$ cat src/rtl/seq_counter_ctrl.sv
// Sequencer that steps a 4-bit code through a fixed 8-entry cycle under run/pause/step/abort control.
// Optional build macro SEQ_TARGET_STOP_EN adds a target port that ends a run when q reaches it.
module seq_counter_ctrl #(
    parameter int CNT_W = 8
) (
    input  logic             clk,
    input  logic             clear,
    input  logic             start,
    input  logic [CNT_W-1:0] steps,
    input  logic             pause,
    input  logic             step,
    input  logic             abort,
    input  logic             load,
    input  logic [3:0]       load_code,
    output logic [3:0]       q,
    output logic [2:0]       idx,
    output logic             busy,
    output logic             done,
    output logic             err,
    output logic [CNT_W-1:0] remaining
`ifdef SEQ_TARGET_STOP_EN
    ,
    input  logic [3:0]       target
`endif
);

    typedef enum logic [1:0] {
        IDLE   = 2'd0,
        RUN    = 2'd1,
        PAUSED = 2'd2,
        FINISH = 2'd3
    } state_t;

    localparam logic [CNT_W-1:0] REM_ONE = CNT_W'(1);

    state_t           state_r, state_nxt_s;
    logic [3:0]       q_r, q_nxt_s;
    logic [2:0]       idx_r, idx_nxt_s;
    logic             err_r, err_nxt_s;
    logic             busy_r, done_r;
    logic [CNT_W-1:0] rem_r, rem_nxt_s;

    logic [2:0]       adv_idx_s;
    logic [3:0]       adv_code_s;
    logic [3:0]       lookup_s;
    logic             hit_s;
    logic             adv_fin_s;
    logic [CNT_W-1:0] adv_rem_s;

    function automatic logic [3:0] code_of(input logic [2:0] i);
        logic [3:0] c;
        case (i)
            3'd0:    c = 4'b0000;
            3'd1:    c = 4'b1101;
            3'd2:    c = 4'b1011;
            3'd3:    c = 4'b1001;
            3'd4:    c = 4'b0110;
            3'd5:    c = 4'b1100;
            3'd6:    c = 4'b0011;
            3'd7:    c = 4'b1111;
            default: c = 4'b0000;
        endcase
        return c;
    endfunction

    // Returns {legal, position}; illegal codes report legal=0.
    function automatic logic [3:0] pos_of(input logic [3:0] c);
        logic [3:0] p;
        case (c)
            4'b0000: p = 4'b1_000;
            4'b1101: p = 4'b1_001;
            4'b1011: p = 4'b1_010;
            4'b1001: p = 4'b1_011;
            4'b0110: p = 4'b1_100;
            4'b1100: p = 4'b1_101;
            4'b0011: p = 4'b1_110;
            4'b1111: p = 4'b1_111;
            default: p = 4'b0_000;
        endcase
        return p;
    endfunction

    // Next-state and next-value decode; abort > load > start > pause > step.
    always_comb begin
        state_nxt_s = state_r;
        q_nxt_s     = q_r;
        idx_nxt_s   = idx_r;
        err_nxt_s   = err_r;
        rem_nxt_s   = rem_r;

        adv_idx_s  = idx_r + 3'd1;
        adv_code_s = code_of(adv_idx_s);
        lookup_s   = pos_of(load_code);
`ifdef SEQ_TARGET_STOP_EN
        hit_s      = (adv_code_s == target);
`else
        hit_s      = 1'b0;
`endif
        // remaining is nonzero throughout a counted run and zero in free-run
        adv_fin_s  = hit_s || ((rem_r != '0) && (rem_r == REM_ONE));
        if (hit_s || (rem_r == '0)) begin
            adv_rem_s = rem_r;
        end else begin
            adv_rem_s = rem_r - REM_ONE;
        end

        case (state_r)
            IDLE: begin
                if (abort) begin
                    state_nxt_s = IDLE;
                end else if (load) begin
                    if (lookup_s[3]) begin
                        q_nxt_s   = load_code;
                        idx_nxt_s = lookup_s[2:0];
                    end else begin
                        q_nxt_s   = 4'b0000;
                        idx_nxt_s = 3'd0;
                        err_nxt_s = 1'b1;
                    end
                end else if (start) begin
                    state_nxt_s = RUN;
                    rem_nxt_s   = steps;
                    err_nxt_s   = 1'b0;
                end else if (step) begin
                    q_nxt_s   = adv_code_s;
                    idx_nxt_s = adv_idx_s;
                end else begin
                    state_nxt_s = IDLE;
                end
            end
            RUN: begin
                if (abort) begin
                    state_nxt_s = IDLE;
                end else if (pause) begin
                    state_nxt_s = PAUSED;
                end else begin
                    q_nxt_s   = adv_code_s;
                    idx_nxt_s = adv_idx_s;
                    rem_nxt_s = adv_rem_s;
                    if (adv_fin_s) begin
                        state_nxt_s = FINISH;
                    end else begin
                        state_nxt_s = RUN;
                    end
                end
            end
            PAUSED: begin
                if (abort) begin
                    state_nxt_s = IDLE;
                end else if (load) begin
                    if (lookup_s[3]) begin
                        q_nxt_s   = load_code;
                        idx_nxt_s = lookup_s[2:0];
                    end else begin
                        q_nxt_s   = 4'b0000;
                        idx_nxt_s = 3'd0;
                        err_nxt_s = 1'b1;
                    end
                end else if (!pause) begin
                    state_nxt_s = RUN;
                end else if (step) begin
                    q_nxt_s   = adv_code_s;
                    idx_nxt_s = adv_idx_s;
                    rem_nxt_s = adv_rem_s;
                    if (adv_fin_s) begin
                        state_nxt_s = FINISH;
                    end else begin
                        state_nxt_s = PAUSED;
                    end
                end else begin
                    state_nxt_s = PAUSED;
                end
            end
            FINISH: begin
                state_nxt_s = IDLE;
            end
            default: begin
                state_nxt_s = IDLE;
            end
        endcase
    end

    // State and output registers; busy/done are registered from the next state.
    always_ff @(posedge clk or negedge clear) begin
        if (!clear) begin
            state_r <= IDLE;
            q_r     <= 4'b0000;
            idx_r   <= 3'd0;
            err_r   <= 1'b0;
            rem_r   <= '0;
            busy_r  <= 1'b0;
            done_r  <= 1'b0;
        end else begin
            state_r <= state_nxt_s;
            q_r     <= q_nxt_s;
            idx_r   <= idx_nxt_s;
            err_r   <= err_nxt_s;
            rem_r   <= rem_nxt_s;
            busy_r  <= (state_nxt_s == RUN) || (state_nxt_s == PAUSED);
            done_r  <= (state_nxt_s == FINISH);
        end
    end

    assign q         = q_r;
    assign idx       = idx_r;
    assign err       = err_r;
    assign remaining = rem_r;
    assign busy      = busy_r;
    assign done      = done_r;

endmodule

$ cat config.mk
export PLATFORM = sky130hd
export DESIGN_NAME = seq_counter_ctrl
export DESIGN_NICKNAME = d
export VERILOG_FILES = /design/src/rtl/seq_counter_ctrl.sv
export SDC_FILE = /design/constraint.sdc
export NUM_CORES = 1
export LEC_CHECK = 0
export ABC_AREA = 1
export BUFFER_PORTS_ARGS = -buffer_cell sky130_fd_sc_hd__buf_2
export CELL_PAD_IN_SITES_DETAIL_PLACEMENT = 1
export CELL_PAD_IN_SITES_GLOBAL_PLACEMENT = 1
export CORE_MARGIN = 1
export CORE_UTILIZATION = 40
export DETAILED_ROUTE_END_ITERATION = 16
export PLACE_DENSITY_LB_ADDON = 0.1
export SKIP_CTS_REPAIR_TIMING = 1
export SYNTH_ARGS = -nofsm -noshare
export SYNTH_HDL_FRONTEND = slang
export SYNTH_SLANG_ARGS = --single-unit
$ cat constraint.sdc
create_clock -name clk -period 3.22 [get_ports clk]
set_input_delay 0.161 -clock clk [delete_from_list [all_inputs] [get_ports clk]]
set_output_delay 0.161 -clock clk [all_outputs]
set_load 0.1 [all_outputs]
==> impl_metrics.ini <==
[pwr]
static-leakage-power_uw = 0.00110
total_power_uw = 2060
ir_drop_v = 0.000448
powerDensity_nw_per_um2 = 1070

[setup_path]
crit_path_frequent_cell = nand2_1
crit_path_cell_trace = inv_1, ha_1, inv_2, nand2_1, nand2_1, nor2_1, nand3_1, nor2_2, inv_1, nand2_1, nand2_1
path_class = flop to flop
critPathMaxStageDelay_ns = 0.50
crit_slowest_cell = ha_1
cp_max_fo = 13
worstSetupEndpointType = flop
critical_path_arrival_ns = 2.46
required_ns = 3.38
start_kind = flop

[timing]
fin_hold_ws_ns = 0.205
fin_crit_ns = 2.29
finalCritPeriodShare_pct = 71.2
fin_worst_skew_ns = 0.00704
finalHoldViolCount = 0
slew_headroom_pct = 62.7
grt_setup_unrepaired = no
final_max_slew_viol_count = 0
setup_violations = 0
worst_pin_slew_ns = 0.559
fin_setup_tns_ns = 0
fmax_mhz = 436

[route]
drc = 0
routedWlPerCell_um = 12.7
drt-initial-drc-count = 86
via_count = 1720
firstDrtPassIters = 4
detail-route-antenna-nets = 0
vias_per_cell = 5.03
drt-total-wl_um = 4350

[placement]
io_buffers = 36
globalplace.congestion = 0.863
dpl_cell_area_sq_um = 1850
place_hpwl_um = 3540

[synth]
ys_ff_latch = 20
synth.top_cells.by_area = dfrtp_1, nand2_1, ha_1, nor2_1, inv_1
syn-mean-instance-area_sq_um = 6.37
synthDistinctLibCells = 21
ys_seq_area_share_pct = 30.7
yosysTopAreaCell = dfrtp_1
syn-cell-area_sq_um = 1630
synth_cells = 256
syn_nets = 287
yosysWarnings = 0
synth_top_cell_area_share_pct = 30.7

[grt]
antenna_found_initial = 0
use_met1_pct = 30.6
grt_use_met2_pct = 37.5
first_global_vias = 1680
overflow = 0
grt_use_total_pct = 22.5
grt_pass1_wl_um = 7510
met3_usage_pct = 3.10
grt-busiest-layer = met2
grt_max_degree = 21

[outcome]
outcome = finished clean

[worst_hold_path]
holdCritPathClass = input port to flop

[die]
die_h_um = 65.9
die_w_um = 65.9
start_util_pct = 43.0
coreArea_sq_um = 3800
die_area_sq_um = 4340
io_pins = 37
rows = 22

[clock_network]
clock_sinks = 20
cts_max_level = 1
clock_latency_ns = 0.26
cts-root-buf = clkbuf_8
clockBufferDepth = 2
cts_buffers = 3
cts_tree = yes
clk_pin_slew_ns = 0.09

[layout]
nets = 326
fin_util_pct = 50.7
final_area_sq_um = 1930
antenna_cells = 0
num-fill-cells = 549
area_growth_pct = 18.1
drive_gt1_share_pct = 18.7

[flow_run]
maxCapViolCount = 0
[sequential cells by signal, indices dropped and copies added (netlist names)]
name and flops:
idx 3, q 4, err 1, remaining 8
state_r 2, busy 1, done 1
[layer usage]
metal,part of all wire (%),routed length (um)
met3,2.3,102
met1,51,2220
met4,0.53,23
met5,0,0
met2,46,2010
[synth_stat cells]
master,number
a21oi_1,7
a31oi_1,1
buf_4,2
buf_6,1
dfrtp_1,20
ha_1,12
inv_1,33
inv_2,4
nand2_1,82
nand3_1,24
nand3_2,2
nor2_1,34
nor2_2,2
nor2_4,1
nor3_1,2
o211ai_1,1
o21ai_0,20
o21ai_2,2
o22ai_1,1
or2_2,4
xor2_1,1
[through the flow]
| step | setup WS [ns] | std cells |
|---|---|---|
| floorplan | 0.907 | 256 |
| global placement | 1.05 | 337 |
| detailed placement | 0.938 | 337 |
| CTS | 0.939 | 341 |
| global route | 0.668 | 342 |
| finish | 0.926 | 342 |
[where the power goes]
group,switching [uW],internal [uW]
sequential,97.9,348
combinational,1100,254
clock,92.0,166
total,1290,768
[worst max-delay path, delay by kind of cell (launching register included)]
| family | cells | cell delay [ns] |
|---|---|---|
| AND/OR/NAND/NOR | 7 | 0.89 |
| flip-flops | 1 | 0.38 |
| buffers and inverters | 3 | 0.43 |
| adder cells (fa/ha/maj) | 1 | 0.50 |
[path summary, 6_finish.rpt]
kind / from / to / slack, ns / cells after the start
worst max-delay path: state_r[0] / remaining[7] / 0.93 / 11
worst min-delay path: steps[6] / remaining[6] / 0.21 / 5
worst max register to register: state_r[0] / remaining[7] / 0.93 / 11
worst min register to register: q[2] / q[2] / 0.48 / 2
max in group asynchronous: clear / busy / 2.48 / 2
min in group asynchronous: clear / idx[0] / 0.39 / 2
[kinds of logic after synthesis]
kind of cell    count (synthesis)  synth area share [%]
simple gates                  151                  38.9
buf+inv                        40                  10.1
compound gates                 32                  10.6
flops                          20                  30.7
fa+ha+maj                      12                  9.20
xor+xnor                        1                 0.537
[cell usage in the layout (no fill, tap or decap), types with 3 or more instances in the layout]
cell and n:
a21oi_1 7, buf_2 36, clkbuf_8 3, dfrtp_1 20, ha_1 12, inv_1 33
inv_2 4, nand2_1 82, nand3_1 24, nor2_1 34, o21ai_0 20, or2_2 4
[area by class of cell]
cell class / count / area (sq um) / share of cell area, %
multi-input combinational: 196 / 966 / 50.1
sequential: 20 / 500 / 26.0
timing repair buffer: 37 / 190 / 9.87
inverter: 37 / 139 / 7.21
tap: 48 / 60.1 / 3.12
clock buffer: 3 / 41.3 / 2.14
clock inverter: 1 / 30.0 / 1.56
No activity file was read; power rests on OpenSTA's default activity.
